`src/rtl/sub_pkg.sv`:
```
// Shared types and default sizing for the serial subtractor.
package sub_pkg;

    typedef enum logic [1:0] {IDLE, RUN, DONE} sub_state_t;

    localparam int WIDTH_DEF = 16;
    localparam int SLICE_DEF = 4;
    localparam int NSLICE    = WIDTH_DEF / SLICE_DEF;
    localparam int CNT_W     = $clog2(NSLICE);

endpackage

```
`src/rtl/sub_16bit_serial_if.sv`:
```
// Request/response channels of the serial subtractor.
// Optional ovf signal exists only when SUB_OVF_EN is defined.
// Handshake: a beat transfers on a clk edge where valid and ready are both high;
// the source holds valid and data stable until that edge, and the sink may
// raise or drop ready freely.
interface sub_16bit_serial_if #(
    parameter int WIDTH = 16
);
    logic             in_valid;
    logic             in_ready;
    logic [WIDTH-1:0] a;
    logic [WIDTH-1:0] b;
    logic             Bin;
    logic             out_valid;
    logic             out_ready;
    logic [WIDTH-1:0] y;
    logic             Bo;
`ifdef SUB_OVF_EN
    logic             ovf;
`endif

    modport master (
        output in_valid, a, b, Bin, out_ready,
        input  in_ready, out_valid, y, Bo
`ifdef SUB_OVF_EN
        , input ovf
`endif
    );

    modport slave (
        input  in_valid, a, b, Bin, out_ready,
        output in_ready, out_valid, y, Bo
`ifdef SUB_OVF_EN
        , output ovf
`endif
    );
endinterface

```
`src/rtl/sub_slice.sv`:
```
// Combinational SLICE-bit subtract-with-borrow; borrow-out is the MSB of the
// (SLICE+1)-bit difference.
module sub_slice #(
    parameter int SLICE = 4
) (
    input  logic [SLICE-1:0] a_s,
    input  logic [SLICE-1:0] b_s,
    input  logic             bin,
    output logic [SLICE-1:0] d,
    output logic             bout
);
    logic [SLICE:0] diff_ext;

    always_comb begin
        diff_ext = {1'b0, a_s} - {1'b0, b_s} - {{SLICE{1'b0}}, bin};
        d        = diff_ext[SLICE-1:0];
        bout     = diff_ext[SLICE];
    end
endmodule

```
`src/rtl/sub_16bit_serial.sv`:
```
// Serial y = a - b - Bin, one SLICE per cycle, LSB slice first.
// Optional signed-overflow output is enabled with SUB_OVF_EN.
module sub_16bit_serial
    import sub_pkg::*;
#(
    parameter int WIDTH = WIDTH_DEF,
    parameter int SLICE = SLICE_DEF
) (
    input  logic                 clk,
    input  logic                 rst_n,
    sub_16bit_serial_if.slave    bus,
    output sub_state_t           state_dbg
);
    localparam int NS = WIDTH / SLICE;
    localparam int CW = (NS > 1) ? $clog2(NS) : 1;
    localparam int RW = WIDTH - SLICE;

    sub_state_t       state_q, state_d;
    logic [WIDTH-1:0] a_sh_q, a_sh_d, b_sh_q, b_sh_d;
    logic [RW-1:0]    res_q, res_d;
    logic [WIDTH-1:0] y_q, y_d;
    logic [CW-1:0]    cnt_q, cnt_d;
    logic             borrow_q, borrow_d;
    logic             bo_q, bo_d;
    logic             in_ready_q, in_ready_d;
    logic             out_valid_q, out_valid_d;
    logic [SLICE-1:0] diff;
    logic             slice_bout;
    logic             last;
`ifdef SUB_OVF_EN
    logic             a_msb_q, a_msb_d, b_msb_q, b_msb_d;
    logic             ovf_q, ovf_d;
`endif

    // Operands shift right each RUN cycle so the active slice is always at bit 0.
    sub_slice #(.SLICE(SLICE)) u_slice (
        .a_s  (a_sh_q[SLICE-1:0]),
        .b_s  (b_sh_q[SLICE-1:0]),
        .bin  (borrow_q),
        .d    (diff),
        .bout (slice_bout)
    );

    assign last = (cnt_q == CW'(NS - 1));

    always_comb begin
        state_d     = state_q;
        a_sh_d      = a_sh_q;
        b_sh_d      = b_sh_q;
        res_d       = res_q;
        y_d         = y_q;
        cnt_d       = cnt_q;
        borrow_d    = borrow_q;
        bo_d        = bo_q;
        in_ready_d  = in_ready_q;
        out_valid_d = out_valid_q;
`ifdef SUB_OVF_EN
        a_msb_d     = a_msb_q;
        b_msb_d     = b_msb_q;
        ovf_d       = ovf_q;
`endif
        case (state_q)
            IDLE: begin
                if (bus.in_valid) begin
                    a_sh_d     = bus.a;
                    b_sh_d     = bus.b;
                    borrow_d   = bus.Bin;
                    cnt_d      = '0;
                    in_ready_d = 1'b0;
                    state_d    = RUN;
`ifdef SUB_OVF_EN
                    a_msb_d    = bus.a[WIDTH-1];
                    b_msb_d    = bus.b[WIDTH-1];
`endif
                end
            end
            RUN: begin
                a_sh_d   = a_sh_q >> SLICE;
                b_sh_d   = b_sh_q >> SLICE;
                borrow_d = slice_bout;
                res_d    = {diff, res_q[RW-1:SLICE]};
                cnt_d    = cnt_q + CW'(1);
                // y/Bo are only published on the final slice so they hold the
                // previous result through the whole RUN phase.
                if (last) begin
                    y_d         = {diff, res_q};
                    bo_d        = slice_bout;
                    out_valid_d = 1'b1;
                    state_d     = DONE;
`ifdef SUB_OVF_EN
                    ovf_d       = (a_msb_q != b_msb_q) && (diff[SLICE-1] != a_msb_q);
`endif
                end
            end
            DONE: begin
                if (bus.out_ready) begin
                    out_valid_d = 1'b0;
                    in_ready_d  = 1'b1;
                    state_d     = IDLE;
                end
            end
            default: begin
                state_d     = IDLE;
                in_ready_d  = 1'b1;
                out_valid_d = 1'b0;
            end
        endcase
    end

    always_ff @(posedge clk) begin
        if (!rst_n) begin
            state_q     <= IDLE;
            a_sh_q      <= '0;
            b_sh_q      <= '0;
            res_q       <= '0;
            y_q         <= '0;
            cnt_q       <= '0;
            borrow_q    <= 1'b0;
            bo_q        <= 1'b0;
            in_ready_q  <= 1'b1;
            out_valid_q <= 1'b0;
`ifdef SUB_OVF_EN
            a_msb_q     <= 1'b0;
            b_msb_q     <= 1'b0;
            ovf_q       <= 1'b0;
`endif
        end else begin
            state_q     <= state_d;
            a_sh_q      <= a_sh_d;
            b_sh_q      <= b_sh_d;
            res_q       <= res_d;
            y_q         <= y_d;
            cnt_q       <= cnt_d;
            borrow_q    <= borrow_d;
            bo_q        <= bo_d;
            in_ready_q  <= in_ready_d;
            out_valid_q <= out_valid_d;
`ifdef SUB_OVF_EN
            a_msb_q     <= a_msb_d;
            b_msb_q     <= b_msb_d;
            ovf_q       <= ovf_d;
`endif
        end
    end

    assign bus.in_ready  = in_ready_q;
    assign bus.out_valid = out_valid_q;
    assign bus.y         = y_q;
    assign bus.Bo        = bo_q;
`ifdef SUB_OVF_EN
    assign bus.ovf       = ovf_q;
`endif
    assign state_dbg     = state_q;
endmodule

```
`src/flat_wrapper.sv`:
```
// flat-port wrapper written by rule: the top's interface ports become plain ports
module sub_16bit_serial_flat import sub_pkg::*;
#(
    parameter int WIDTH = WIDTH_DEF,
    parameter int SLICE = SLICE_DEF
)
  (clk, rst_n, state_dbg, bus_in_valid, bus_a, bus_b, bus_Bin, bus_out_ready, bus_in_ready, bus_out_valid, bus_y, bus_Bo);
  sub_16bit_serial_if #(.WIDTH(WIDTH)) bus_i ();
  input  logic clk;
  input  logic rst_n;
  output sub_state_t state_dbg;
  input wire logic [$bits(bus_i.in_valid)-1:0] bus_in_valid;
  input wire logic [$bits(bus_i.a)-1:0] bus_a;
  input wire logic [$bits(bus_i.b)-1:0] bus_b;
  input wire logic [$bits(bus_i.Bin)-1:0] bus_Bin;
  input wire logic [$bits(bus_i.out_ready)-1:0] bus_out_ready;
  output wire logic [$bits(bus_i.in_ready)-1:0] bus_in_ready;
  output wire logic [$bits(bus_i.out_valid)-1:0] bus_out_valid;
  output wire logic [$bits(bus_i.y)-1:0] bus_y;
  output wire logic [$bits(bus_i.Bo)-1:0] bus_Bo;
  assign bus_i.in_valid = bus_in_valid;
  assign bus_i.a = bus_a;
  assign bus_i.b = bus_b;
  assign bus_i.Bin = bus_Bin;
  assign bus_i.out_ready = bus_out_ready;
  assign bus_in_ready = bus_i.in_ready;
  assign bus_out_valid = bus_i.out_valid;
  assign bus_y = bus_i.y;
  assign bus_Bo = bus_i.Bo;
  sub_16bit_serial #(.WIDTH(WIDTH), .SLICE(SLICE)) u_core (.clk(clk), .rst_n(rst_n), .bus(bus_i), .state_dbg(state_dbg));
endmodule
```
`config.mk`:
```
export PLATFORM = sky130hd
export DESIGN_NAME = sub_16bit_serial_flat
export DESIGN_NICKNAME = d
export VERILOG_FILES = /design/src/rtl/sub_pkg.sv /design/src/rtl/sub_16bit_serial_if.sv /design/src/rtl/sub_slice.sv /design/src/rtl/sub_16bit_serial.sv /design/src/flat_wrapper.sv
export SDC_FILE = /design/constraint.sdc
export NUM_CORES = 1
export LEC_CHECK = 0
export BUFFER_PORTS_ARGS = -buffer_cell sky130_fd_sc_hd__buf_2
export CAP_MARGIN = 40
export CELL_PAD_IN_SITES_DETAIL_PLACEMENT = 0
export CELL_PAD_IN_SITES_GLOBAL_PLACEMENT = 1
export CORE_MARGIN = 5
export CORE_UTILIZATION = 37
export DETAILED_ROUTE_END_ITERATION = 10
export HOLD_SLACK_MARGIN = 0.15
export PLACE_DENSITY = 0.86
export SLEW_MARGIN = 10
export SYNTH_ARGS = -nofsm -noshare
export SYNTH_HDL_FRONTEND = slang
export SYNTH_SLANG_ARGS = --single-unit
```
`constraint.sdc`:
```
create_clock -name clk -period 1.8 [get_ports clk]
set_input_delay 0.09 -clock clk [delete_from_list [all_inputs] [get_ports clk]]
set_output_delay 0.09 -clock clk [all_outputs]
set_load 0.02 [all_outputs]
```
==> results of run 1 <==
synth_stat cells (4+ instances only):
| cell | number |
|---|---|
| o221a_1 | 19 |
| nor2b_1 | 26 |
| buf_6 | 4 |
| clkbuf_1 | 8 |
| nand2_1 | 48 |
| a22oi_1 | 6 |
| o21ai_0 | 4 |
| ha_1 | 7 |
| nand2b_1 | 6 |
| buf_4 | 4 |
| buf_2 | 13 |
| a21oi_1 | 53 |
| inv_1 | 10 |
| dfxtp_1 | 68 |
| o221a_2 | 5 |
| nor2_1 | 39 |
| a211oi_1 | 4 |
registers in the layout, summed over array words and instances, names as in the netlist:
name                  flops
u_core.a_sh_q            16
u_core.b_sh_q            16
u_core.bus.y             16
u_core.res_q             12
u_core.cnt_q              2
u_core.state_dbg          2
u_core.borrow_q           1
u_core.bus.Bo             1
u_core.bus.in_ready       1
u_core.bus.out_valid      1
through the flow:
step	power [W]	setup WS, ns	area [um^2]
5_1_grt	0.003731	-0.05800	3846
3_5_place_dp	0.002252	-0.1791	3511
2_1_floorplan	0.002102	0.02590	3133
4_1_cts	0.003580	-0.002208	3835
3_3_place_gp	0.002232	-0.04939	3511
6_report	0.003551	0.06190	3846
kinds of logic (layout without fill, tap and decap cells):
| family | count (synthesis) | after routing | synth area share |
|---|---|---|---|
| xor+xnor | 2 | 2 | 0.005592 |
| compound gates | 105 | 105 | 0.2472 |
| mux | 1 | 1 | 0.003195 |
| fa+ha+maj | 9 | 9 | 0.04073 |
| simple gates | 130 | 130 | 0.1989 |
| buf+inv | 42 | 110 | 0.06989 |
| flops | 68 | 68 | 0.4345 |
metal layers:
layer / global-route usage / wire (um) / vias to the layer above
met3: 0.04983 / 483 / 7
li1: - / - / 1357
met4: 0.04642 / 73 / 0
met1: 0.1860 / 3312 / 1231
met2: 0.2324 / 3405 / 72
met5: 0 / 0 / -
power breakdown:
part	internal, W	switching [W]	total [W]	leakage [nW]
Sequential	0.00160	0.0000594	0.00165	0.558
Combinational	0.000301	0.000312	0.000613	0.967
Clock	0.000711	0.000572	0.00128	0.102
layout make-up:
| cell class | count | area share |
|---|---|---|
| multi-input cells | 247 | 0.4096 |
| repair buffers | 83 | 0.1379 |
| clock inverters | 4 | 0.01236 |
| clock buffers | 12 | 0.04034 |
| flip-flops and latches | 68 | 0.3549 |
| well taps | 105 | 0.03416 |
| inverters | 11 | 0.01074 |
what timing repair did:
action / 4_1_cts / 5_1_grt
endpoints found under the hold margin: 12 / 0
pin swaps: 2 / 3
setup buffers: 0 / 1
setup endpoints to repair: 4 / 5
hold buffers: 10 / 0
resized for setup: 7 / 5
worst register-to-register path: stages, from the launching register on:
cell     delay [ns]
dfxtp_2        0.34
inv_2          0.04
fa_2           0.57
ha_1           0.15
o21ai_2        0.07
and3b_1        0.20
o41ai_2        0.26
worst min-delay path by stage:
stage,startpoint,end,slack (ns)
after floorplan,bus_a[15],u_core.a_sh_q[15]$_SDFFE_PN0P_,0.24
after global placement,bus_a[15],u_core.a_sh_q[15]$_SDFFE_PN0P_,0.33
after detailed placement,bus_b[15],u_core.b_sh_q[15]$_SDFFE_PN0P_,0.34
after CTS,bus_Bin,u_core.borrow_q$_SDFFE_PN0P_,0.15
after global routing,bus_Bin,u_core.borrow_q$_SDFFE_PN0P_,0.17
final,bus_Bin,u_core.borrow_q$_SDFFE_PN0P_,0.17
==> impl_results.rst, run 1 <==
.. list-table::
   :header-rows: 1

   * - Metric
     - Value
   * - Run status
     - completed
   * - Mean routed wirelength per cell
     - 13.72 um
   * - H-Tree Level Count
     - 3
   * - Initial Util
     - 0.3813
   * - Reg2reg end
     - u_core.res_q[11]$_SDFFE_PN0P_
   * - Max frequency
     - 0.5753 GHz
   * - FP Rows
     - 33
   * - Synth Area per Inst
     - 8.776 um^2
   * - Area leader, netlist
     - dfxtp_1
   * - Critical path launch point
     - u_core.borrow_q$_SDFFE_PN0P_
   * - Library cell contributing the largest single delay on the critical path
     - fa_2
   * - Area share of the largest cell type after synthesis
     - 0.4345
   * - Share of synthesized registers carrying an async set or reset
     - 0
   * - Max FO, Critical Path
     - 2
   * - Detailed Route WL
     - 7274 um
   * - Routed via count divided by cell count
     - roughly 5
   * - Number of enable flip-flop cells after synthesis
     - 0
   * - CTS Root Cell
     - clkbuf_8
   * - Die span in x
     - 102.0 um
   * - Total congestion overflow
     - 0
   * - Initial DRT Pass Iterations
     - 4
   * - Worst setup skew after layout
     - approximately 0.0088 ns
   * - Leading register cell type out of synthesis
     - dfxtp_1
   * - Unique masters post-synth
     - 39
   * - Inst Count DP
     - 503
   * - End of the critical path
     - u_core.res_q[11]$_SDFFE_PN0P_
   * - Pin count of the biggest net entering global routing
     - 43
   * - Hold path cells
     - 3
   * - Core Util, Final
     - 0.4681
   * - Power Density
     - 923.3 mW/mm^2
   * - First-pass GRT wire length
     - 12190 um
   * - Number of failing hold endpoints at the final stage
     - 0
   * - Fraction of final layout cells with drive strength greater than 1
     - 0.2612
   * - Critical register-to-register path startpoint
     - u_core.borrow_q$_SDFFE_PN0P_
   * - Final setup violation count
     - 0
   * - Area added between synthesis and finish
     - 22.76%
   * - Crit path buf inv count
     - 1
   * - Cell area after synthesis
     - 0.003133 mm^2
   * - Starting DRC count in detailed routing
     - 85
   * - Register-to-Register Path Depth
     - 6
   * - Cells taking the most area after synthesis
     - dfxtp_1 43%, a21oi_1 8.5%, o221a_1 6.8%, nand2_1 5.8%, nor2b_1 5.2%
   * - Worst vdd ir
     - 547.7 uV
   * - Die height
     - about 100 um
   * - Setup slack, reg-to-reg
     - 0.06 ns
   * - Number of slew-limit violations in the final report
     - 0
   * - Category of the worst setup path launch point
     - flop
   * - Reported leakage power
     - 1.627 nW
   * - Net Count, Synth
     - 403
   * - # port buffers
     - 57
   * - Crit path capture type
     - flop
   * - Yosys warning total
     - 0
   * - Total die area
     - 0.01041 mm^2
   * - Multi-input gate area in the final layout
     - 0.001575 mm^2
   * - Crit Path Category
     - reg2reg
   * - Number of storage elements in the synthesis netlist
     - 68
   * - Max Cap Violations
     - 0
   * - Worst-Skew Late Latency
     - ~0.35 ns
   * - Hold Slack
     - 0.1680 ns
   * - Antenna-violating nets left
     - 0
   * - Area occupied by registers
     - approximately 0.0014 mm^2
   * - Total via count after detailed routing
     - 2667
   * - Vias in the first global route
     - 2674
   * - Most used cells in the layout excluding fill and tap cells
     - 65 x dfxtp_1, 57 x buf_2, 53 x a21oi_1, 48 x nand2_1, 39 x nor2_1
   * - Number of placed I/O pins
     - 58
   * - Fin cells
     - 530
   * - Data required time at the worst endpoint
     - 2.04 ns
   * - Clk sink count
     - 68
   * - Placer's final routability congestion estimate
     - 0.7244
   * - Accumulated negative setup slack
     - 0 ns
   * - Longest individual stage delay on the worst path
     - between 0.5 and 0.6 ns
   * - HPWL after detailed placement
     - about 5000 um
   * - Minimum period implied by the final worst setup slack
     - 1.738 ns
   * - Clock tree from TritonCTS
     - built
   * - Clock-pin slew of the registers on the worst-case setup and hold paths
     - 0.07 ns
   * - Cell class contributing the biggest share of worst-path delay
     - adder cells
   * - Fin crit share
     - 0.9656
   * - Final net count
     - 466
   * - Relative slew slack
     - 0.6759
   * - Maximum clock insertion buffer count
     - 2
   * - Least-Margin Pin Slew
     - 0.4832 ns
   * - Arr. time, crit path
     - 1.98 ns
   * - Post-synthesis sequential area ratio
     - 0.4345
   * - Initial antenna violation count
     - 0
   * - N_diodes
     - 0
   * - DRC violation count after routing
     - 0
   * - Aggregate global-route resource usage
     - 0.1457
   * - Setup repair after global routing missed its margin
     - true
   * - Number of filler cells placed in the layout
     - 816
   * - Core Box Area
     - 0.008217 mm^2
   * - Class of the worst hold path
     - in2reg
   * - CTS Buf Count
     - 9
   * - Cell Chain, Critical Path
     - inv_2 > fa_2 > ha_1 > o21ai_2 > and3b_1 > o41ai_2
   * - Count of cell instances traversed by the critical path
     - 6
   * - Gate count after technology mapping
     - 357
   * - Most common cell after layout, fill and taps aside
     - dfxtp_1
(Power assumes the default switching activity.)
==> inputs of run 2 (changes only) <==
--- a/config.mk
+++ b/config.mk
@@ -5,12 +5,13 @@
 export SDC_FILE = /design/constraint.sdc
 export NUM_CORES = 1
 export LEC_CHECK = 0
+export ABC_AREA = 1
 export BUFFER_PORTS_ARGS = -buffer_cell sky130_fd_sc_hd__buf_2
 export CAP_MARGIN = 40
 export CELL_PAD_IN_SITES_DETAIL_PLACEMENT = 0
 export CELL_PAD_IN_SITES_GLOBAL_PLACEMENT = 1
 export CORE_MARGIN = 5
-export CORE_UTILIZATION = 37
+export CORE_UTILIZATION = 36
 export DETAILED_ROUTE_END_ITERATION = 10
 export HOLD_SLACK_MARGIN = 0.15
 export PLACE_DENSITY = 0.86
==> run 2 against run 1 <==
Against the previous run: non-clock buffer count grew 19; die area down 8.0%; core utilization up 3.3 points; critical endpoint is now u_core.bus.y[12]$_SDFFE_PN0P_.
==> impl_results.rst, run 2 <==
.. list-table::
   :header-rows: 1

   * - Metric
     - Value
   * - Least-Margin Pin Slew
     - 0.5361 ns (+0.05299 ns)
   * - Starting DRC count in detailed routing
     - 73 (-14%)
   * - Most common cell after layout, fill and taps aside
     - dfxtp_1
   * - HPWL after detailed placement
     - 4428 um (-11%)
   * - Pre-CTS setup slack
     - 0.01291 ns (+0.1920 ns)
   * - Critical register-to-register path startpoint
     - u_core.b_sh_q[0]$_SDFFE_PN0P_
   * - Cell Chain, Critical Path
     - inv_2 > fa_1 > ha_1 > xnor2_1 > or2_0 > a21oi_1
   * - Minimum period implied by the final worst setup slack
     - 1.704 ns (-0.03377 ns)
   * - FP Rows
     - 32 (-3.0%)
   * - Worst setup skew after layout
     - 0.009183 ns (+0.0004042 ns)
   * - Max frequency
     - 0.5867 GHz (+2.0%)
   * - Number of failing hold endpoints at the final stage
     - 0 (unchanged)
   * - Simple-gate share of the synthesized area
     - 0.1112 (-0.08767)
   * - Area share of the largest cell type after synthesis
     - 0.4899 (+0.05536)
   * - Routed metal-1 wire length
     - 2983 um (-9.9%)
   * - Total die area
     - 0.009577 mm^2 (-8.0%)
   * - Total via count after detailed routing
     - 2592 (-2.8%)
   * - Initial antenna violation count
     - 0 (unchanged)
   * - Placer's final routability congestion estimate
     - 0.8177 (+13%)
   * - Routed via count divided by cell count
     - 4.845 (-3.7%)
   * - Hold path cells
     - 6 (+3)
   * - Number of storage elements in the synthesis netlist
     - 68 (unchanged)
   * - Final net count
     - 474 (+1.7%)
   * - Clk sink count
     - 68 (unchanged)
   * - Leading register cell type out of synthesis
     - dfxtp_1
   * - Share of synthesized cell area in full adder, half adder and majority cells
     - 0.04593 (+0.005190)
   * - Vias in the first global route
     - 2543 (-4.9%)
   * - Min-Delay Endpoint
     - u_core.borrow_q$_SDFFE_PN0P_
   * - Setup slack, reg-to-reg
     - 0.1 ns (+0.03 ns)
   * - Fraction of final layout cells with drive strength greater than 1
     - 0.2263 (-0.03485)
   * - Initial Util
     - 0.3653 (-0.01600)
   * - Setup repair after global routing missed its margin
     - true
   * - Number of placed I/O pins
     - 58 (unchanged)
   * - N_diodes
     - 0 (unchanged)
   * - Clock tree from TritonCTS
     - built
   * - Net Count, Synth
     - 383 (-5.0%)
   * - Cell class contributing the biggest share of worst-path delay
     - adder cells
   * - Cell area after synthesis
     - 0.002779 mm^2 (-11%)
   * - Core Box Area
     - 0.007607 mm^2 (-7.4%)
   * - H-Tree Level Count
     - 3 (unchanged)
   * - Aggregate global-route resource usage
     - 0.1534 (+0.007674)
   * - Register-to-Register Path Depth
     - 6 (unchanged)
   * - Top layer used by detailed routing
     - met4
   * - Worst vdd ir
     - 492.2 uV (-10%)
   * - Compound-gate portion of the synthesized area
     - 0.2625 (+0.01529)
   * - Die height
     - 97.86 um (-4.1%)
   * - Worst-Skew Late Latency
     - 0.35 ns (about the same)
   * - Total congestion overflow
     - 0 (unchanged)
   * - Gate count after technology mapping
     - 337 (-5.6%)
   * - Cells taking the most area after synthesis
     - dfxtp_1 49%, a21oi_1 10%, o21ai_0 7.6%, o22ai_1 5.4%, nand2_1 4.7%
   * - Clock-pin slew of the registers on the worst-case setup and hold paths
     - 0.07 ns (about the same)
   * - CTS Root Cell
     - clkbuf_8
   * - Number of enable flip-flop cells after synthesis
     - 0 (unchanged)
   * - DRC violation count after routing
     - 0 (unchanged)
   * - Crit Path Category
     - reg2reg
   * - Start point of the worst hold path
     - bus_Bin
   * - Run status
     - completed
   * - Combinational family with the most area after synthesis
     - compound AO/OA/AOI/OAI gates
   * - Die span in x
     - 97.86 um (-4.1%)
   * - Yosys warning total
     - 0 (unchanged)
   * - Hold Slack
     - 0.1830 ns (+0.01506 ns)
   * - Longest individual stage delay on the worst path
     - 0.55 ns (-0.02 ns)
   * - Fin crit share
     - 0.9469 (-0.01876)
   * - Final Worst Setup Slack
     - 0.09567 ns (+0.03377 ns)
   * - Synth Area per Inst
     - 8.246 um^2 (-6.0%)
   * - Post-CTS setup buffer count
     - 0 (unchanged)
   * - Most used cells in the layout excluding fill and tap cells
     - 67 x dfxtp_1, 58 x a21oi_1, 57 x buf_2, 41 x o21ai_0, 39 x dlygate4sd3_1
   * - Power Density
     - 994.0 mW/mm^2 (+7.7%)
   * - Reported leakage power
     - 1.615 nW (-0.74%)
   * - Commonest cells post-synth
     - 68 x dfxtp_1, 58 x a21oi_1, 42 x o21ai_0, 35 x nand2_1, 28 x inv_1
   * - Mean routed wirelength per cell
     - 13.07 um (-4.8%)
   * - Final setup violation count
     - 0 (unchanged)
   * - Class of the worst hold path
     - in2reg
   * - # port buffers
     - 57 (unchanged)
   * - Crit path buf inv count
     - 1 (unchanged)
   * - Routed wire length on met2
     - 3499 um (+2.8%)
   * - Antenna-violating nets left
     - 0 (unchanged)
   * - Unique masters post-synth
     - 30 (-23%)
   * - Crit path capture type
     - flop
   * - Area added between synthesis and finish
     - 37.10%
   * - Detailed Route WL
     - 6990 um (-3.9%)
   * - CTS Buf Count
     - 9 (unchanged)
   * - Max FO, Critical Path
     - 2 (unchanged)
   * - Data required time at the worst endpoint
     - 2.06 ns (+0.02 ns)
   * - Accumulated negative setup slack
     - 0 ns (unchanged)
   * - Multiplexer fraction of the synthesized cell area
     - 0 (-0.003195)
   * - Number of slew-limit violations in the final report
     - 0 (unchanged)
   * - Initial DRT Pass Iterations
     - 4 (unchanged)
   * - Library cell with the highest instance count after synthesis
     - dfxtp_1
   * - Post-Synth XOR/XNOR Area
     - 0.006303 (+0.0007124)
   * - First-pass GRT wire length
     - 11990 um (-1.7%)
   * - Wire length on met3
     - 367 um (-24%)
   * - Library cell contributing the largest single delay on the critical path
     - fa_1
   * - Pin count of the biggest net entering global routing
     - 50 (+16%)
   * - Category of the worst setup path launch point
     - flop
   * - Area leader, netlist
     - dfxtp_1
   * - Post-synthesis sequential area ratio
     - 0.4899 (+0.05536)
   * - Arr. time, crit path
     - 1.97 ns (about the same)
   * - Max Cap Violations
     - 0 (unchanged)
   * - Maximum clock insertion buffer count
     - 2 (unchanged)
   * - Reg2reg end
     - u_core.bus.y[12]$_SDFFE_PN0P_
   * - Relative slew slack
     - 0.6404 (-0.03554)
   * - Share of synthesized registers carrying an async set or reset
     - 0 (unchanged)
run 2: worst max-delay path by stage:
stage	endpoint	startpoint	slack, ns	depth (start not counted)
floorplan	u_core.res_q[11]$_SDFFE_PN0P_	u_core.borrow_q$_SDFFE_PN0P_	0.14	10
global placement	u_core.res_q[11]$_SDFFE_PN0P_	u_core.borrow_q$_SDFFE_PN0P_	0.07	10
detailed placement	u_core.bus.y[15]$_SDFFE_PN0P_	u_core.borrow_q$_SDFFE_PN0P_	0.01	10
CTS	u_core.bus.y[15]$_SDFFE_PN0P_	u_core.borrow_q$_SDFFE_PN0P_	0.005	10
global route	u_core.bus.y[15]$_SDFFE_PN0P_	u_core.b_sh_q[0]$_SDFFE_PN0P_	-0.01	10
finish	u_core.bus.y[12]$_SDFFE_PN0P_	u_core.b_sh_q[0]$_SDFFE_PN0P_	0.1	6
run 2: tightest hold or removal path, delay by kind of cell:
| family | cells | cell delay (ns) |
|---|---|---|
| buffers and inverters | 2 | 0.11 |
| AND/OR/NAND/NOR | 4 | 0.30 |
run 2: kinds of logic (layout without fill, tap and decap cells):
kind of cell / Yosys count / count (layout)
AO/OA/AOI/OAI: 131 / 131
AND/OR/NAND/NOR: 71 / 71
flip-flops: 68 / 68
buffers and inverters: 56 / 152
adder cells (fa/ha/maj): 9 / 9
XOR/XNOR: 2 / 2
run 2: cell type report:
| cell class | count | area, um^2 |
|---|---|---|
| Clock buffer | 9 | 123.9 |
| Inverter | 34 | 127.6 |
| Multi-Input combinational cell | 213 | 1200 |
| Clock inverter | 7 | 122.6 |
| Tap cell | 102 | 127.6 |
| Sequential cell | 68 | 1363 |
| Timing Repair Buffer | 102 | 745.7 |
| Fill cell | 735 | 3797 |
run 2: timing repair:
action,CTS,global route
endpoints found under the hold margin,35,0
hold buffers,39,0
endpoints found under the setup margin,0,8
resized for setup,0,7
run 2: metrics by stage:
step / cell area (um^2) / util / power [W] / cells
global route: 3810 / 0.5008 / 0.003992 / 535
CTS: 3792 / 0.4985 / 0.003819 / 535
finish: 3810 / 0.5008 / 0.003787 / 535
global placement: 3156 / 0.4148 / 0.002190 / 480
detailed placement: 3156 / 0.4148 / 0.002207 / 480
floorplan: 2779 / - / 0.002049 / 337
run 2: power breakdown:
part	internal [W]	switching [W]	total, W
clock network	0.000929	0.000607	0.00154
logic	0.000267	0.000318	0.000585
registers	0.00161	0.0000589	0.00167
run 2: per-layer routing:
layer | vias to the layer above | track usage
met1 | 1171 | 0.1840
li1 | 1335 | -
met2 | 75 | 0.2571
met4 | 0 | 0.06496
met3 | 11 | 0.04286
met5 | - | 0
